$ cat config.mk
export PLATFORM = sky130hd
export DESIGN_NAME = ocr_result_display_flat
export DESIGN_NICKNAME = d
export VERILOG_FILES = /design/src/rtl/ocr_disp_pkg.sv /design/src/rtl/ocr_result_display_if.sv /design/src/rtl/ocr_result_display_tick_timer.sv /design/src/rtl/ocr_result_display.sv /design/src/flat_wrapper.sv
export SDC_FILE = /design/constraint.sdc
export NUM_CORES = 1
export LEC_CHECK = 0
export BUFFER_PORTS_ARGS = -buffer_cell sky130_fd_sc_hd__buf_2
export CORE_AREA = 2 2 112 81
export CTS_CLUSTER_SIZE = 28
export DETAILED_ROUTE_END_ITERATION = 10
export DIE_AREA = 0 0 114 83
export SYNTH_ARGS = -nofsm -noshare
export SYNTH_HDL_FRONTEND = slang
export SYNTH_HIERARCHICAL = 1
export SYNTH_SLANG_ARGS = --single-unit
$ cat constraint.sdc
create_clock -name clk -period 11.8 [get_ports clk]
set_input_delay 1.18 -clock clk [delete_from_list [all_inputs] [get_ports clk]]
set_output_delay 1.18 -clock clk [all_outputs]
set_load 0.05 [all_outputs]
$ cat src/rtl/ocr_disp_pkg.sv
// Shared constants for the OCR result display: digit codes and FSM state encoding.
package ocr_disp_pkg;

    localparam logic [3:0] DIG_BLANK  = 4'hF;
    localparam logic [3:0] DIG_ALL_ON = 4'd8;
    localparam logic [3:0] DIG_MAX    = 4'd9;

    localparam logic [1:0] ST_IDLE = 2'd0;
    localparam logic [1:0] ST_BUSY = 2'd1;
    localparam logic [1:0] ST_SHOW = 2'd2;

    function automatic logic digit_legal(input logic [3:0] d);
        return (d <= DIG_MAX);
    endfunction

endpackage

$ cat src/rtl/ocr_result_display_if.sv
// Classifier-to-display bus: result/start pulses in, decoder codes and status out.
interface ocr_result_display_if;
    logic       start;
    logic       result_valid;
    logic [3:0] result_digit;
    logic [3:0] num;
    logic [3:0] num_prev;
    logic       busy;
    logic       err;

    modport master (output start, result_valid, result_digit,
                    input  num, num_prev, busy, err);
    modport slave  (input  start, result_valid, result_digit,
                    output num, num_prev, busy, err);
endinterface

$ cat src/rtl/ocr_result_display_tick_timer.sv
// Up-counter with synchronous clear and terminal-count detect; wraps to zero at limit-1.
module ocr_tick_timer #(
    parameter int CNT_W = 32
) (
    input  logic             clk,
    input  logic             rst_n,
    input  logic             clr,
    input  logic             en,
    input  logic [CNT_W-1:0] limit,
    output logic             tc
);
    logic [CNT_W-1:0] cnt_r;

    assign tc = en & (cnt_r == (limit - CNT_W'(1)));

    // Counter: clear wins, then wrap on terminal count, else advance while enabled.
    always_ff @(posedge clk or negedge rst_n) begin
        if (!rst_n) begin
            cnt_r <= {CNT_W{1'b0}};
        end else if (clr || tc) begin
            cnt_r <= {CNT_W{1'b0}};
        end else if (en) begin
            cnt_r <= cnt_r + CNT_W'(1);
        end else begin
            cnt_r <= cnt_r;
        end
    end
endmodule

$ cat src/rtl/ocr_result_display.sv
// Latches classifier digits for the current/previous 7-segment decoders, blinks while
// inference is busy, optionally blanks after a hold time and flags illegal codes.
module ocr_result_display
    import ocr_disp_pkg::*;
#(
    parameter int BLINK_CYCLES = 12_500_000,
    parameter int HOLD_CYCLES  = 0,
    parameter int CNT_W        = 32
) (
    input  logic                 clk,
    input  logic                 rst_n,
    ocr_result_display_if.slave  bus
);
    localparam logic [CNT_W-1:0] BLINK_LIM = CNT_W'(BLINK_CYCLES);
    localparam logic [CNT_W-1:0] HOLD_LIM  = CNT_W'(HOLD_CYCLES);
    localparam logic             HOLD_EN   = (HOLD_CYCLES != 0);

    logic [1:0]       state_r, state_s;
    logic             phase_r, phase_s;
    logic [3:0]       last_good_r, last_good_s;
    logic [3:0]       num_r, num_s;
    logic [3:0]       num_prev_r, num_prev_s;
    logic             err_r, err_s;
    logic             busy_r;
    logic             tmr_clr_s, tmr_en_s, tc_s;
    logic [CNT_W-1:0] tmr_limit_s;

    // One timer serves both blink half-periods and the display hold; start inside BUSY must not clear it.
    always_comb begin
        tmr_clr_s   = bus.result_valid | (bus.start & (state_r != ST_BUSY));
        tmr_en_s    = 1'b0;
        tmr_limit_s = HOLD_LIM;
        if (state_r == ST_BUSY) begin
            tmr_en_s    = 1'b1;
            tmr_limit_s = BLINK_LIM;
        end else if (state_r == ST_SHOW) begin
            tmr_en_s    = HOLD_EN;
            tmr_limit_s = HOLD_LIM;
        end else begin
            tmr_en_s    = 1'b0;
            tmr_limit_s = HOLD_LIM;
        end
    end

    ocr_tick_timer #(.CNT_W(CNT_W)) u_timer (
        .clk   (clk),
        .rst_n (rst_n),
        .clr   (tmr_clr_s),
        .en    (tmr_en_s),
        .limit (tmr_limit_s),
        .tc    (tc_s)
    );

    // Next-state and next-output logic; result_valid outranks start in every state.
    always_comb begin
        state_s     = state_r;
        phase_s     = phase_r;
        last_good_s = last_good_r;
        num_s       = num_r;
        num_prev_s  = num_prev_r;
        err_s       = err_r;
        if (bus.result_valid) begin
            if (digit_legal(bus.result_digit)) begin
                num_prev_s  = last_good_r;
                last_good_s = bus.result_digit;
                num_s       = bus.result_digit;
                err_s       = 1'b0;
                state_s     = ST_SHOW;
            end else begin
                err_s   = 1'b1;
                num_s   = DIG_BLANK;
                state_s = ST_IDLE;
            end
        end else if (bus.start && (state_r != ST_BUSY)) begin
            state_s = ST_BUSY;
            err_s   = 1'b0;
            phase_s = 1'b1;
            num_s   = DIG_ALL_ON;
        end else begin
            case (state_r)
                ST_IDLE: begin
                    num_s = DIG_BLANK;
                end
                ST_BUSY: begin
                    if (tc_s) begin
                        phase_s = ~phase_r;
                        num_s   = phase_r ? DIG_BLANK : DIG_ALL_ON;
                    end else begin
                        phase_s = phase_r;
                    end
                end
                ST_SHOW: begin
                    if (tc_s) begin
                        state_s = ST_IDLE;
                        num_s   = DIG_BLANK;
                    end else begin
                        num_s = last_good_r;
                    end
                end
                default: begin
                    state_s = ST_IDLE;
                    num_s   = DIG_BLANK;
                end
            endcase
        end
    end

    // State and registered outputs.
    always_ff @(posedge clk or negedge rst_n) begin
        if (!rst_n) begin
            state_r     <= ST_IDLE;
            phase_r     <= 1'b1;
            last_good_r <= DIG_BLANK;
            num_r       <= DIG_BLANK;
            num_prev_r  <= DIG_BLANK;
            err_r       <= 1'b0;
            busy_r      <= 1'b0;
        end else begin
            state_r     <= state_s;
            phase_r     <= phase_s;
            last_good_r <= last_good_s;
            num_r       <= num_s;
            num_prev_r  <= num_prev_s;
            err_r       <= err_s;
            busy_r      <= (state_s == ST_BUSY);
        end
    end

    assign bus.num      = num_r;
    assign bus.num_prev = num_prev_r;
    assign bus.busy     = busy_r;
    assign bus.err      = err_r;
endmodule

$ cat src/flat_wrapper.sv
// flat-port wrapper written by rule: the top's interface ports become plain ports
module ocr_result_display_flat import ocr_disp_pkg::*;
#(
    parameter int BLINK_CYCLES = 12_500_000,
    parameter int HOLD_CYCLES  = 0,
    parameter int CNT_W        = 32
)
  (clk, rst_n, bus_start, bus_result_valid, bus_result_digit, bus_num, bus_num_prev, bus_busy, bus_err);
  ocr_result_display_if bus_i ();
  input  logic clk;
  input  logic rst_n;
  input wire logic [$bits(bus_i.start)-1:0] bus_start;
  input wire logic [$bits(bus_i.result_valid)-1:0] bus_result_valid;
  input wire logic [$bits(bus_i.result_digit)-1:0] bus_result_digit;
  output wire logic [$bits(bus_i.num)-1:0] bus_num;
  output wire logic [$bits(bus_i.num_prev)-1:0] bus_num_prev;
  output wire logic [$bits(bus_i.busy)-1:0] bus_busy;
  output wire logic [$bits(bus_i.err)-1:0] bus_err;
  assign bus_i.start = bus_start;
  assign bus_i.result_valid = bus_result_valid;
  assign bus_i.result_digit = bus_result_digit;
  assign bus_num = bus_i.num;
  assign bus_num_prev = bus_i.num_prev;
  assign bus_busy = bus_i.busy;
  assign bus_err = bus_i.err;
  ocr_result_display #(.BLINK_CYCLES(BLINK_CYCLES), .HOLD_CYCLES(HOLD_CYCLES), .CNT_W(CNT_W)) u_core (.clk(clk), .rst_n(rst_n), .bus(bus_i));
endmodule
==> metrics <==
outcome complete, no violations; Internal between 200 and 300 µW; Net count, final approximately 540; WP data arrival about 4.6 ns; worst vdd ir approximately 0.000076 V; synthesized instance count approximately 430; Hold Path Class register to register; Critical Path RT about 12 ns; GR Util met1 a little under a third; RSZ-0062 raised after global routing false; Max Transition Viols Final 0; total CTS buffers 5; vias roughly 3100; yosys warns 6; GR Util met3 3.21%; Area Overhead vs Synth 16.7%; fraction of registers with async set/reset 100%; crit path max fanout 41; CTS tree built; fmax 226 MHz; Final Skew 0.00928 ns; first-pass GRT wire length about 15000 µm; I/O Buffers 17; sequential share of the synthesized area 32.2%; initial antenna violation count 0; Clk pwr share 35.6%; chip width roughly 110 µm; clk sink count 49; Tcrit/Tclk final between 30% and 40%; crit-path cells inv_1, ha_2, buf_4, or4_1, nor3_1, nand4_1, xnor2_1, mux2i_1, a21oi_1, nor4_1, buf_4, nand2b_1, a2111oi_2, nor3_1; CTS resizes 0; I/O pin count 18; pin count of the biggest net entering global routing 50; # diodes 0; Post-DRT Antenna Nets 0; share of layout cells above drive strength 1 16.8%; post-synthesis average cell area ~9.1 µm²; Fin Setup TNS 0 ns; CP delay by family, top simple AND/OR/NAND/NOR gates; Net Sw Power ~140 µW; number of global-route vias before repair about 2900; max_cap viols 0; Yosys cell types 66; Pwr Total 435 µW; sw frac between 30 and 40%; post-DR wirelength/cell roughly 14 µm; Final Hold Viols 0; Mapped Area 0.00386 mm²; Reg clk slew, reported paths approximately 0.07 ns; Vias/cell between 4 and 5; core region area about 0.0083 mm²; clk buf depth 2; WS Path Type register to register; commonest cells after routing, fill and taps aside conb_1, dfrtp_1, nor2_1, xnor2_1, xor2_1; DRC viols 0; Root Buffer Master clkbuf_16; most common cell after layout, fill and taps aside conb_1; die height 83 µm; busiest grt layer met1; GR Overflow Total 0; power share of the combinational group a little over a fifth; Reg power frac 42.9%; CP max-delay cell nor3_1; Clock Latency Late Sink about 0.30 ns; minimum clock period approximately 4.4 ns; buffers and inverters on the worst path 3; top_reg_cell synth dfrtp_1; GR Util met2 around 27%; CTS Hold Buffers Added 0; Crit. End Element register; Die ar. around 0.0095 mm²; EDFF count, synth 0; initial drt markers 148; Starting Density between 40 and 50%; Slew headroom around a quarter; GP Congestion approximately 0.79; Yosys reg bits 49; Pwr Density about 97 mW/mm²; Post CTS Setup Buffer Count 0; Total Routing Usage GR 19.6%; WL final between 8000 and 9000 µm; # rows 28; Crit path largest cell delay roughly 0.62 ns; Finish-stage setup viols 0; Slew @ Worst Pin between 1 and 1.5 ns; First-pass DRT Iterations 4; H-tree depth 2; Final HPWL DP between 6000 and 7000 µm; leak pwr about 1.9 nW; CP startpoint kind register
==> logic make-up (layout without fill, tap and decap cells) <==
logic type      count (synthesis)  in the layout  synth area share, %
compound gates                 55             55                 10.2
xor+xnor                       66             66                 15.4
fa+ha+maj                       6              6                 1.94
buf+inv                        26             38                 3.44
flops                          49             49                 32.2
mux                            17             17                 4.64
other cells                     1             92               0.0972
simple gates                  206            206                 32.1
==> final cells by class <==
type / instances / area (µm²)
fillers: 809 / 3830
well taps: 105 / 131
clock inverters: 3 / 28.8
flip-flops and latches: 49 / 1240
clock buffers: 5 / 125
inverters: 9 / 33.8
repair buffers: 21 / 115
multi-input cells: 442 / 2830
==> sequential cells by signal (all words and copies together), names as in the netlist <==
name,cells
u_core/u_timer/cnt_r,32
u_core/bus.num,4
u_core/bus.num_prev,4
u_core/last_good_r,4
u_core/state_r,2
u_core/bus.busy,1
u_core/bus.err,1
u_core/phase_r,1
==> power by group through the flow <==
stage	clock network (mW)	registers [mW]	logic (mW)
CTS	0.161	0.187	0.0929
detailed placement	0	0.190	0.0927
global route	0.167	0.188	0.103
global placement	0	0.189	0.0914
floorplan	0	0.209	0.0532
finish	0.155	0.187	0.0933
==> Yosys cell counts (3+ instances only) <==
library cell | count | area share, %
nor2_1 | 34 | 3.3
inv_1 | 9 | 0.88
nor2_2 | 30 | 4.9
nand2_1 | 27 | 2.6
or3_1 | 5 | 0.81
nor3b_1 | 4 | 0.78
dfstp_2 | 13 | 8.8
nand3_1 | 13 | 1.7
a31oi_1 | 5 | 0.81
nor2b_1 | 9 | 1.5
nor4b_1 | 7 | 1.6
xor2_1 | 31 | 7.0
dfrtp_1 | 36 | 23
ha_1 | 6 | 1.9
nand2b_1 | 3 | 0.49
mux2_1 | 7 | 2.0
o21ai_1 | 3 | 0.39
nor4_1 | 10 | 1.6
buf_6 | 4 | 1.2
and4_1 | 4 | 0.91
nand4_1 | 9 | 1.5
nand3b_1 | 3 | 0.58
o21ai_0 | 10 | 1.3
clkbuf_1 | 11 | 1.1
and3_1 | 5 | 0.81
or2_2 | 3 | 0.49
a221o_1 | 3 | 0.78
a21oi_1 | 10 | 1.3
mux2i_1 | 10 | 2.6
nor3_1 | 11 | 1.4
xnor2_1 | 34 | 7.7
or4_1 | 8 | 1.6
o211ai_1 | 4 | 0.78
==> per-stage QoR <==
stage	utilization, %	hold WS, ns	worst slack [ns]	instances	instance area (µm²)
after floorplan	-	0.498	7.29	517	4200
after global placement	52.2	0.509	7.49	626	4350
after detailed placement	52.2	0.511	7.41	626	4350
after CTS	54.0	0.525	7.38	634	4510
after global routing	54.0	0.554	7.01	634	4510
final	54.0	0.522	7.38	634	4510
==> layer usage <==
metal | part of all wire [%] | vias up
met4 | 1.1 | 0
met2 | 40 | 44
met5 | 0 | -
met1 | 54 | 1446
li1 | - | 1629
met3 | 4.4 | 7
==> path summary, 6_finish.rpt <==
kind / cells after the start / from / to / slack [ns]
setup / recovery: 14 / u_core/state_r[1] / u_core/bus.busy / 7.38
hold / removal: 2 / u_core/bus.err / u_core/bus.err / 0.52
setup reg to reg: 14 / u_core/state_r[1] / u_core/bus.busy / 7.38
hold reg to reg: 2 / u_core/bus.err / u_core/bus.err / 0.52
max in group asynchronous: 2 / rst_n / u_core/u_timer/cnt_r[27] / 10.39
min in group asynchronous: 2 / rst_n / u_core/u_timer/cnt_r[8] / 0.97
==> worst reg2reg max path: stages, from the launching register on <==
cell and delay (ns):
dfrtp_1 0.40, inv_1 0.08, ha_2 0.41, buf_4 0.37, or4_1 0.58, nor3_1 0.62
nand4_1 0.31, xnor2_1 0.22, mux2i_1 0.08, a21oi_1 0.29, nor4_1 0.10, buf_4 0.18
nand2b_1 0.15, a2111oi_2 0.42, nor3_1 0.09
(Power assumes the default switching activity.)
